**src/rtl/prio_arbiter_rr_hold.sv**
```systemverilog
// rtl/prio_arbiter_rr_hold.sv - registered fixed-priority / round-robin arbiter with bounded grant hold
//
// Ports:
//   clk        rising-edge clock
//   rst        asynchronous active-high reset
//   req        request vector, bit i = requester i wants the resource
//   hold       current grantee keeps the grant while its request stays high
//   gnt        registered one-hot grant, zero when idle
//   gnt_valid  registered, equals |gnt
//   gnt_id     registered binary index of the set gnt bit, zero when idle
//
// Parameters:
//   SIZE      number of requesters (2..64)
//   MODE      0 = fixed priority (MSB highest), 1 = round-robin
//   MAX_HOLD  maximum consecutive cycles of one held grant, 0 = unlimited

module prio_arbiter_rr_hold #(
    parameter int SIZE     = 4,
    parameter int MODE     = 1,
    parameter int MAX_HOLD = 0
) (
    input  logic                      clk,
    input  logic                      rst,
    input  logic [SIZE-1:0]           req,
    input  logic                      hold,
    output logic [SIZE-1:0]           gnt,
    output logic                      gnt_valid,
    output logic [$clog2(SIZE)-1:0]   gnt_id
);

    localparam int IW = $clog2(SIZE);
    localparam int HW = (MAX_HOLD == 0) ? 1 : $clog2(MAX_HOLD + 1);

    // Pointer reset value: with ptr at the top index the first round-robin
    // decision matches the fixed-priority result.
    localparam logic [IW-1:0] PTR_RST = IW'(SIZE - 1);

    // Last hold_cnt value before the grant expires. With unlimited hold the
    // counter only needs to saturate, so all-ones doubles as the cap.
    localparam logic [HW-1:0] CNT_LAST = (MAX_HOLD == 0) ? '1 : HW'(MAX_HOLD - 1);

    typedef enum logic {
        S_IDLE    = 1'b0,
        S_GRANTED = 1'b1
    } state_t;

    state_t           state;
    logic [IW-1:0]    ptr;
    logic [HW-1:0]    hold_cnt;

    logic             holding;
    logic             keep;
    logic             expire;
    logic [SIZE-1:0]  others;
    logic [SIZE-1:0]  cand;
    logic [SIZE-1:0]  low_mask;
    logic [SIZE-1:0]  cand_low;
    logic [IW-1:0]    win;
    logic [SIZE-1:0]  win_oh;

    // Index of the highest set bit; zero for an empty vector.
    function automatic logic [IW-1:0] msb_index(input logic [SIZE-1:0] v);
        logic [IW-1:0] idx;
        idx = '0;
        for (int i = 0; i < SIZE; i++) begin
            if (v[i]) begin
                idx = IW'(i);
            end
        end
        return idx;
    endfunction

    // Grantee still asking and hold requested; decide whether it may keep
    // the grant or has used up its allowance.
    assign holding = (state == S_GRANTED) && req[gnt_id] && hold;
    assign keep    = holding && ((MAX_HOLD == 0) || (hold_cnt < CNT_LAST));
    assign expire  = holding && !keep;

    // On expiry the holder steps aside only if someone else is waiting;
    // a lone holder is simply re-granted.
    assign others = req & ~gnt;
    assign cand   = (expire && (others != '0)) ? others : req;

    // Round-robin search order ptr, ptr-1, ..., 0, SIZE-1, ..., ptr+1 is the
    // highest candidate at or below ptr, otherwise the highest candidate
    // overall (which then necessarily lies above ptr).
    always_comb begin
        low_mask = '0;
        for (int i = 0; i < SIZE; i++) begin
            low_mask[i] = (i <= int'(ptr));
        end
    end

    assign cand_low = cand & low_mask;

    always_comb begin
        win = '0;
        if (MODE == 0) begin
            win = msb_index(cand);
        end else if (cand_low != '0) begin
            win = msb_index(cand_low);
        end else begin
            win = msb_index(cand);
        end
    end

    assign win_oh = SIZE'(1) << win;

    always_ff @(posedge clk or posedge rst) begin
        if (rst) begin
            state     <= S_IDLE;
            gnt       <= '0;
            gnt_valid <= 1'b0;
            gnt_id    <= '0;
            ptr       <= PTR_RST;
            hold_cnt  <= '0;
        end else if (keep) begin
            // Grant, id and pointer stay put; only the hold counter advances.
            hold_cnt <= (hold_cnt == CNT_LAST) ? hold_cnt : hold_cnt + HW'(1);
        end else if (cand != '0) begin
            state     <= S_GRANTED;
            gnt       <= win_oh;
            gnt_valid <= 1'b1;
            gnt_id    <= win;
            hold_cnt  <= '0;
            // The winner drops to lowest priority for the next decision.
            if (MODE != 0) begin
                ptr <= (win == '0) ? PTR_RST : win - IW'(1);
            end
        end else begin
            state     <= S_IDLE;
            gnt       <= '0;
            gnt_valid <= 1'b0;
            gnt_id    <= '0;
            hold_cnt  <= '0;
        end
    end

endmodule

```
**config.mk**
```make
export PLATFORM = sky130hd
export DESIGN_NAME = prio_arbiter_rr_hold
export DESIGN_NICKNAME = d
export VERILOG_FILES = /design/src/rtl/prio_arbiter_rr_hold.sv
export SDC_FILE = /design/constraint.sdc
export NUM_CORES = 1
export LEC_CHECK = 0
export CORE_AREA = 3 3 40 42
export CTS_BUF_LIST = sky130_fd_sc_hd__clkbuf_4 sky130_fd_sc_hd__clkbuf_8
export DETAILED_ROUTE_END_ITERATION = 7
export DIE_AREA = 0 0 43 45
export PLACE_DENSITY_LB_ADDON = 0.25
export RECOVER_POWER = 100
export SETUP_SLACK_MARGIN = 0.2
export SLEW_MARGIN = 20
export SYNTH_ARGS = -nofsm -noshare
export SYNTH_HDL_FRONTEND = slang
export SYNTH_SLANG_ARGS = --single-unit
export TNS_END_PERCENT = 50
```
**constraint.sdc**
```tcl
create_clock -name clk -period 1.8 [get_ports clk]
set_input_delay 0.27 -clock clk [delete_from_list [all_inputs] [get_ports clk]]
set_output_delay 0.27 -clock clk [all_outputs]
set_load 0.1 [all_outputs]
```
=== After elaboration in Yosys (flattened, before gate mapping) ===
Cells that the tools add are included.

* Memory bits (read-only): 0
* Memories kept: 0
* Latch bits: 0
* RAM bits: 0
* Output and inout bits: 7
* Register bits: 9

* Reduce and logical (&&, ||, !) cells: 6
* Bitwise logic cells: 2
* Magnitude comparators: 4
* Equality and inequality tests: 0
* Multiplexer cells: 13
* $add $sub $neg: 1
* Divide/modulo/power cells: 0
* Multipliers: 0
* Shift operators: 1

{| class="wikitable"
|+ Operators with widths
! cell !! number
|-
| $mux W2 || 7
|-
| $reduce_bool A4 Y1 || 2
|-
| $and A4 B4 Y4 || 1
|-
| $le A2 B2 Y1 const A || 2
|-
| $mux W1 || 4
|-
| $mux W4 || 1
|-
| $shl A1 B2 Y4 const A || 1
|-
| $lt A2 B3 Y1 const B || 1
|-
| $bmux W1 S2 || 1
|-
| $le A1 B2 Y1 const A || 1
|-
| $logic_and A1 B1 Y1 || 2
|-
| $logic_not A2 Y1 || 1
|-
| $reduce_and A2 Y1 || 1
|-
| $sub A2 B1 Y2 const B || 1
|-
| $not A1 Y1 || 1
|}

=== Depth between registers and ports, before layout ===
Gate-level depths: netlist (run 1).

* Depth after elaboration: 8
* Mapped depth: 7
* Depth with buffers taken out: 7

=== Least setup slack after synthesis (run 1) ===
Ideal clock, no wire load.

* Kind: register to register
* From: register gnt_id[0]
* To: register gnt[2]
* Period minus slack after synthesis: 1969 ps
* Arrival time: 1833 ps
* Stages on the path, launching flop included: 5
* Required time: 1664 ps
* Slack: -169 ps
* Buffers on the path: 1
* Cell sequence: dfrtp_1 -> mux2i_1 -> o22ai_2 -> clkbuf_1 -> o21ai_0

* Word-level cells in the longest chain between the ends: 4

{| class="wikitable"
|+ RTL lines
! element !! line !! text
|-
| start, declared || 28 || <nowiki>output logic [$clog2(SIZE)-1:0] gnt_id</nowiki>
|-
| start signal, assigned || 124 || <nowiki>gnt_id <= win;</nowiki>
|-
| $bmux W1 S2 || 75 || <nowiki>assign holding = (state == S_GRANTED) && req[gnt_id] && hold;</nowiki>
|-
| $mux W1 (implied by the code) || 75 ||
|-
| $logic_and A1 B1 Y1 (2 in a row) || 75 ||
|-
| end signal, assigned || 122 || <nowiki>gnt <= win_oh;</nowiki>
|-
| end, declared || 26 || <nowiki>output logic [SIZE-1:0] gnt,</nowiki>
|}

No other way between the ends. The select of a mux whose other input is x is not followed.
A chain may end at the register's enable or synchronous reset.

=== Final worst setup path (run 1) ===
* From: input port req[3]
* To: register gnt[1]

* Word-level cells in the longest chain between the ends: 5

{| class="wikitable"
|+ RTL lines
! element !! line !! text
|-
| start, declared || 24 || <nowiki>input logic [SIZE-1:0] req,</nowiki>
|-
| $and A4 B4 Y4 || 94 || <nowiki>assign cand_low = cand & low_mask;</nowiki>
|-
| $reduce_bool A4 Y1 or $mux W2 (tied branches) || 100, 66 ||
|-
| $mux W2 || 100 || <nowiki>end else if (cand_low != '0) begin</nowiki>
|-
| $shl A1 B2 Y4 || 107 || <nowiki>assign win_oh = SIZE'(1) << win;</nowiki>
|-
| $mux W4 || 120 || <nowiki>end else if (cand != '0) begin</nowiki>
|}

Parallel ways exist; a longest one is shown, timed or not. The select of a mux whose other input is x is not followed.

==> impl_metrics.ini, run 1 <==
[placed_design]
gp_congestion = 0.727
dp_slack_ns = -0.147
portBuffers = 13
placed_cell_area_um2 = 785
dp_hpwl_um = 876

[sta]
worst_slew_pin_slew_ns = 0.543
grt_setup_unrepaired = yes
drv_slew = 0
finalHoldViolCount = 0
tns_ns = 0
fmaxAchievable_mhz = 588
worst_clock_skew_ns = 0.00145
slew_headroom_pct = 63.9
fin_crit_sh_pct = 94.4
finalSetupViolCount = 0
period_needed_ns = 1.70
fin_ws_ns = 0.101

[final_layout]
num_antenna_cells = 0
seqCellArea_um2 = 239
utilization_pct = 63.9
area_growth_pct = 50.5
fill_cells = 98
design_area_um2 = 821
multi_input_area_um2 = 325
drive_gt1_share_pct = 48.2
nets = 95

[floorplanning]
fp.dieH_um = 45
die_w_um = 43
ios = 14
core_area_mm2 = 0.00128
die_area_mm2 = 0.00194
initial_core_util_pct = 42.5
rows = 13

[clock_network]
cts-hold-fix-buffers = 0
cts-root-buf = clkbuf_4
clk_latency_ns = 0.27
htree_levels = 1
cts_sinks = 9
cts_buffers = 3
cts_tree = done
clk_pin_slew_ns = 0.07
clk_path_buf_depth = 2

[grt]
overflow = 0
antenna_found_initial = 0
grtUsageTotal_pct = 16.9
grt_max_degree = 11
grt_pass1_vias = 510
grt_pass1_wl_mm = 2.34

[drt]
wire_per_inst_um = 13.9
drt-initial-drc-count = 15
ant_nets = 0
first_pass_iters = 4
viasPerCell = 5.09
routed_wl_mm = 1.36
routed-via-count = 499
drc = 0

[synth]
ys_ff_latch = 9
synthCells = 55
yosys_warnings = 0
seq_area_frac_synth_pct = 41.7
synth_nets = 66
synth.avg_cell_area_um2 = 9.92
synth_cell_types = 24
synth_area_um2 = 546

[run_status]
status = completed

[setup_path]
cp_data_required_time_ns = 1.96
critPathArrivalTime_ns = 1.85
rr_worst_depth = 7
start_kind = input pin
critPathKind = input pin to flop
r2r_start = ptr[1]
cp-end-kind = flop
crit_fanout = 4
rrSetupSlack_ns = 0.10
r2r-end = gnt[1]

[hold_path]
holdCritPathClass = input pin to asynchronous set/reset pin

[job]
maxCapViolations = 0
## cells in the mapped netlist
cell	instances	area (um^2)
dfrtp_1	7	175
mux2_4	1	15.0
o22ai_2	1	12.5
nor2b_4	1	13.8
a22oi_1	1	7.51
nor2b_1	1	6.26
buf_6	1	11.3
o21a_1	2	15.0
o21ai_1	2	10.0
inv_1	4	15.0
o21ai_0	3	15.0
or4_4	1	11.3
clkbuf_1	1	3.75
o2bb2ai_1	1	8.76
mux2_1	1	11.3
dfstp_2	2	52.6
nand3_1	1	5.00
a21oi_1	3	15.0
ha_1	4	50.1
o32ai_1	1	8.76
mux2i_1	3	30.0
nand2_1	10	37.5
nor2_1	2	7.51
nand3b_1	1	7.51
## through the flow
stage / hold WS (ns) / std cells
floorplan: 0.0965 / 55
global placement: 0.471 / 90
detailed placement: 0.475 / 90
CTS: 0.282 / 97
global route: 0.423 / 98
finish: 0.406 / 98
## kinds of logic after synthesis
| family | synth area share [%] |
|---|---|
| buf+inv | 5.50 |
| simple gates | 16.3 |
| mux | 10.3 |
| compound gates | 17.0 |
| flops | 41.7 |
| fa+ha+maj | 9.17 |
## layout make-up
| cell class | instances | share of cell area (%) |
|---|---|---|
| clock buffers | 3 | 2.74 |
| clock inverters | 1 | 0.610 |
| inverters | 4 | 1.83 |
| multi-input cells | 40 | 39.6 |
| flip-flops and latches | 9 | 29.1 |
| well taps | 15 | 2.29 |
| repair buffers | 26 | 23.8 |
## worst max-delay path, cell delays in order
cell and delay [ns]:
dlygate4sd3_1 0.58, mux2_4 0.29, a22oi_2 0.14, o21a_2 0.21, inv_2 0.07, ha_2 0.18, nand2_1 0.06, o21ai_1 0.06
## timing repair
action / CTS / global route
pin swaps: 2 / 1
buffers inserted: 3 / 1
endpoints found under the hold margin: 0 / 0
cloned: 0 / 0
endpoints found under the setup margin: 5 / 8
resized for setup: 11 / 2
## per-layer routing
metal	GRT usage [%]	part of all wire, %	wire length [um]	vias up
li1	-	-	-	245
met1	19.4	45	607	231
met2	28.1	48	656	16
met3	5.18	4.3	59	7
met4	9.64	2.7	37	0
met5	0	0	0	-
## worst max path at each step
stage,startpoint,to
3_5_place_dp,req[1],gnt[1]
6_report,req[3],gnt[1]
2_1_floorplan,ptr[1],ptr[1]
3_3_place_gp,req[1],gnt[1]
4_1_cts,ptr[1],ptr[1]
5_1_grt,ptr[1],gnt[0]
## flip-flops by register name, summed over array words and instances (netlist names)
name	count
ptr	2
gnt_id	2
gnt_valid	1
gnt	4
## cell usage in the layout, fill, tap and decap left out, types with 3 or more instances in the layout
master / netlist / routed
buf_4: 0 / 13
nand2_1: 10 / 10
clkbuf_2: 0 / 7
o21ai_1: 2 / 4
dfrtp_1: 7 / 4
a21oi_1: 3 / 3
mux2i_1: 3 / 3
clkbuf_4: 0 / 3
dfrtp_4: 0 / 3
clkdlybuf4s50_1: 0 / 3
Power of run 1 is left out: the tool's default activity adds up to more than one toggle a clock period on the data nets, which glitch-free logic cannot reach.
==> run 2, diff against run 1 <==
--- a/config.mk
+++ b/config.mk
@@ -9,7 +9,7 @@
 export CTS_BUF_LIST = sky130_fd_sc_hd__clkbuf_4 sky130_fd_sc_hd__clkbuf_8
 export DETAILED_ROUTE_END_ITERATION = 7
 export DIE_AREA = 0 0 43 45
-export PLACE_DENSITY_LB_ADDON = 0.25
+export PLACE_DENSITY = 0.67
 export RECOVER_POWER = 100
 export SETUP_SLACK_MARGIN = 0.2
 export SLEW_MARGIN = 20
==> constraint.sdc (replaced) <==
create_clock -name clk -period 2 [get_ports clk]
set_input_delay 0.3 -clock clk [delete_from_list [all_inputs] [get_ports clk]]
set_output_delay 0.3 -clock clk [all_outputs]
set_load 0.1 [all_outputs]
==> impl_metrics.ini, run 2 (synthesis results as in run 1) <==
[grt]
use_met2_pct = 20.7
antenna_found_initial = 0
use_met1_pct = 17.3
busiest_layer = met2
grt_pass1_vias = 433
gr-usage-met3_pct = 4.78
grtUsageTotal_pct = 13.7
grt_pass1_wl_mm = 1.90
grt_max_degree = 11
overflow = 0

[clock_network]
clk_latency_ns = 0.27
clk_pin_slew_ns = 0.07
cts-hold-fix-buffers = 0
cts-root-buf = clkbuf_4
cts_sinks = 9
cts_tree = done
clk_path_buf_depth = 2
htree_levels = 1
cts_buffers = 3

[setup_path]
start_kind = input pin
rrSetupSlack_ns = 0.21
critPathArrivalTime_ns = 2.01
cp-end-kind = flop
crit_fanout = 6
cp_data_required_time_ns = 2.19
critPathKind = input pin to flop

[sta]
fin_crit_sh_pct = 90.8
finalHoldViolCount = 0
worst_clock_skew_ns = 0.000331
period_needed_ns = 1.82
finalSetupViolCount = 0
drv_slew = 0
fin_ws_ns = 0.184
fmaxAchievable_mhz = 551
tns_ns = 0
slew_headroom_pct = 64.1
worst_slew_pin_slew_ns = 0.540
grt_setup_unrepaired = yes

[final_layout]
top_regs = gnt: 4 flops, gnt_id: 2 flops, ptr: 2 flops
multi_input_area_um2 = 285
seqCellArea_um2 = 231
nets = 87
final_common_cell = nand2_1
largest_reg_flops = 4
final_cell_mix = nand2_1 (10), clkbuf_2 (7), o21ai_0 (5)
area_growth_pct = 29.6
regMostFlops = gnt
utilization_pct = 55.0
design_area_um2 = 707
fill_cells = 126
drive_gt1_share_pct = 32.0
num_antenna_cells = 0

[hold_path]
holdCritPathClass = input pin to asynchronous set/reset pin

[job]
maxCapViolations = 0

[run_status]
status = completed

[floorplanning]
ios = 14
rows = 13
initial_core_util_pct = 42.5
fp.dieH_um = 45
die_area_mm2 = 0.00194
die_w_um = 43
core_area_mm2 = 0.00128

[drt]
routed-via-count = 471
drc = 0
drt-initial-drc-count = 7
routed_wl_mm = 1.10
ant_nets = 0
wire_per_inst_um = 12.2
first_pass_iters = 4
viasPerCell = 5.23

[placed_design]
portBuffers = 13
dp_hpwl_um = 829
placed_cell_area_um2 = 688
dp_slack_ns = -0.00565
gp_congestion = 0.714
-- run 2: changes by cell type in the layout (fill, tap and decap cells not counted), sizes merged --
cell	previous run	this run
dlymetal6s2s	1	0
clkbuf	10	11
clkdlybuf4s50	3	4
buf	13	4
-- run 2: critical path, stage by stage --
cell	delay (ns)
dlygate4sd3_1	0.61
mux2_4	0.30
a22oi_2	0.11
o21a_1	0.18
clkbuf_1	0.16
ha_1	0.16
nand2_1	0.05
o21ai_0	0.14
-- run 2: worst paths after layout --
path | startpoint | to | cells past startpoint
max | req[1] | gnt[0] | 8
min | rst | gnt[3] | 2
max reg2reg | ptr[1] | gnt[0] | 7
min reg2reg | gnt[3] | gnt[3] | 2
max in group asynchronous | rst | ptr[0] | 2
min in group clk | gnt[3] | gnt[3] | 2
-- run 2: what timing repair did --
item                                    4_1_cts  5_1_grt
gates resized for setup                       0        3
setup buffers                                 1        1
endpoints found under the hold margin         0        0
endpoints found under the setup margin        1        4
-- run 2: per-layer routing --
metal,vias up,part of all wire (%)
met5,-,0
met4,0,2.3
met3,4,7.0
met2,20,46
met1,218,44
li1,229,-
-- run 2: cell type report --
cell class                      count  share of cell area, %
Clock inverter                      1                  0.708
Tap cell                           15                   2.65
Timing Repair Buffer               18                   18.2
Inverter                            4                   2.12
Clock buffer                        3                   3.19
Multi-Input combinational cell     40                   40.4
Sequential cell                     9                   32.7
-- run 2: metrics by stage --
| stage | instances | hold slack [ns] |
|---|---|---|
| floorplan | 55 | 0.126 |
| global placement | 84 | 0.467 |
| detailed placement | 84 | 0.471 |
| CTS | 89 | 0.296 |
| global route | 90 | 0.442 |
| finish | 90 | 0.420 |
Power of run 2 is left out for the same reason.
==> run 3, diff against run 2 <==
--- a/config.mk
+++ b/config.mk
@@ -5,10 +5,10 @@
 export SDC_FILE = /design/constraint.sdc
 export NUM_CORES = 1
 export LEC_CHECK = 0
-export CORE_AREA = 3 3 40 42
+export CORE_AREA = 2 2 39 41
 export CTS_BUF_LIST = sky130_fd_sc_hd__clkbuf_4 sky130_fd_sc_hd__clkbuf_8
 export DETAILED_ROUTE_END_ITERATION = 7
-export DIE_AREA = 0 0 43 45
+export DIE_AREA = 0 0 41 43
 export PLACE_DENSITY = 0.67
 export RECOVER_POWER = 100
 export SETUP_SLACK_MARGIN = 0.2
==> constraint.sdc (replaced) <==
create_clock -name clk -period 2 [get_ports clk]
set_input_delay 0.2 -clock clk [delete_from_list [all_inputs] [get_ports clk]]
set_output_delay 0.2 -clock clk [all_outputs]
set_load 0.1 [all_outputs]
==> impl_metrics.ini, run 3 (synthesis results as in run 1) <==
[run_status]
status = completed

[drt]
routed-via-count = 444
ant_nets = 0
first_pass_iters = 4
drt-initial-drc-count = 7
routed_wl_mm = 1.02
viasPerCell = 4.93
wire_per_inst_um = 11.3
drc = 0

[job]
maxCapViolations = 0

[grt]
antenna_found_initial = 0
grt_max_degree = 11
grt_pass1_wl_mm = 1.66
grt_pass1_vias = 423
grtUsageTotal_pct = 13.7
overflow = 0

[floorplanning]
rows = 14
core_area_mm2 = 0.00138
fp.dieH_um = 43
ios = 14
die_w_um = 41
die_area_mm2 = 0.00176
initial_core_util_pct = 39.4

[clock_network]
clk_pin_slew_ns = 0.06
cts_tree = done
clk_path_buf_depth = 2
clk_latency_ns = 0.25
cts_sinks = 9
htree_levels = 1
cts-hold-fix-buffers = 0
cts-root-buf = clkbuf_4
cts_buffers = 3

[hold_path]
holdCritPathClass = input pin to asynchronous set/reset pin

[setup_path]
cp_data_required_time_ns = 2.18
crit_fanout = 5
r2r_start = ptr[1]
critPathKind = flop to flop
critPathArrivalTime_ns = 2.02
cp-end-kind = flop
cp-startpoint = ptr[1]
start_kind = flop

[final_layout]
regMostFlops = gnt
nets = 86
top_regs = gnt: 4 flops, gnt_id: 2 flops, ptr: 2 flops
area_growth_pct = 28.9
num_antenna_cells = 0
largest_reg_flops = 4
drive_gt1_share_pct = 27.0
fill_cells = 137
final_common_cell = nand2_1

[sta]
slew_headroom_pct = 22.6
period_needed_ns = 1.83
grt_setup_unrepaired = no
worst_clock_skew_ns = 0.00160
finalSetupViolCount = 0
fmaxAchievable_mhz = 546
fin_crit_sh_pct = 91.6
worst_slew_pin_slew_ns = 1.17
finalHoldViolCount = 0
tns_ns = 0
drv_slew = 0

[placed_design]
portBuffers = 13
dp_hpwl_um = 770
gp_congestion = 0.774
run 3: final timing paths:
kind	to	slack, ns	depth (start not counted)
setup / recovery	ptr[1]	0.17	6
hold / removal	gnt[3]	0.34	2
setup reg to reg	ptr[1]	0.17	6
hold reg to reg	gnt[3]	0.48	2
max in group asynchronous	ptr[0]	1.36	2
min in group clk	gnt[3]	0.48	2
run 3: what timing repair did:
action / CTS / global route
pin swaps: 0 / 1
endpoints found under the setup margin: 3 / 4
resized for setup: 0 / 3
setup buffers: 1 / 2
run 3: area by class of cell:
class	instances	area, um^2	area share (%)
sequential	9	231	32.9
clock buffer	4	30.0	4.27
timing repair buffer	17	121	17.3
tap	16	20.0	2.85
inverter	4	15.0	2.14
multi-input combinational	40	285	40.6
run 3: worst max-delay path, cell delays in order, from the launching register on:
cell and delay (ns):
dfstp_1 0.62, mux2_1 0.36, a22oi_2 0.14, o21a_1 0.17
inv_1 0.06, ha_1 0.28, mux2i_1 0.13
run 3: through the flow:
step / hold WS [ns] / instance area (um^2) / util, % / instances / setup WS [ns]
final: 0.339 / 703 / 50.8 / 90 / 0.168
after floorplan: 0.0263 / 549 / - / 55 / 0.265
after CTS: 0.215 / 712 / 51.4 / 88 / 0.221
after global placement: 0.468 / 674 / 48.7 / 83 / 0.0813
after detailed placement: 0.472 / 674 / 48.7 / 83 / 0.0273
after global routing: 0.368 / 703 / 50.8 / 90 / 0.107
run 3: routing by layer:
| layer | wire length [um] | global-route usage (%) |
|---|---|---|
| met5 | 0 | 0 |
| met4 | 7 | 6.00 |
| met3 | 38 | 3.14 |
| met2 | 503 | 21.6 |
| met1 | 471 | 16.8 |
Power of run 3 is left out for the same reason.
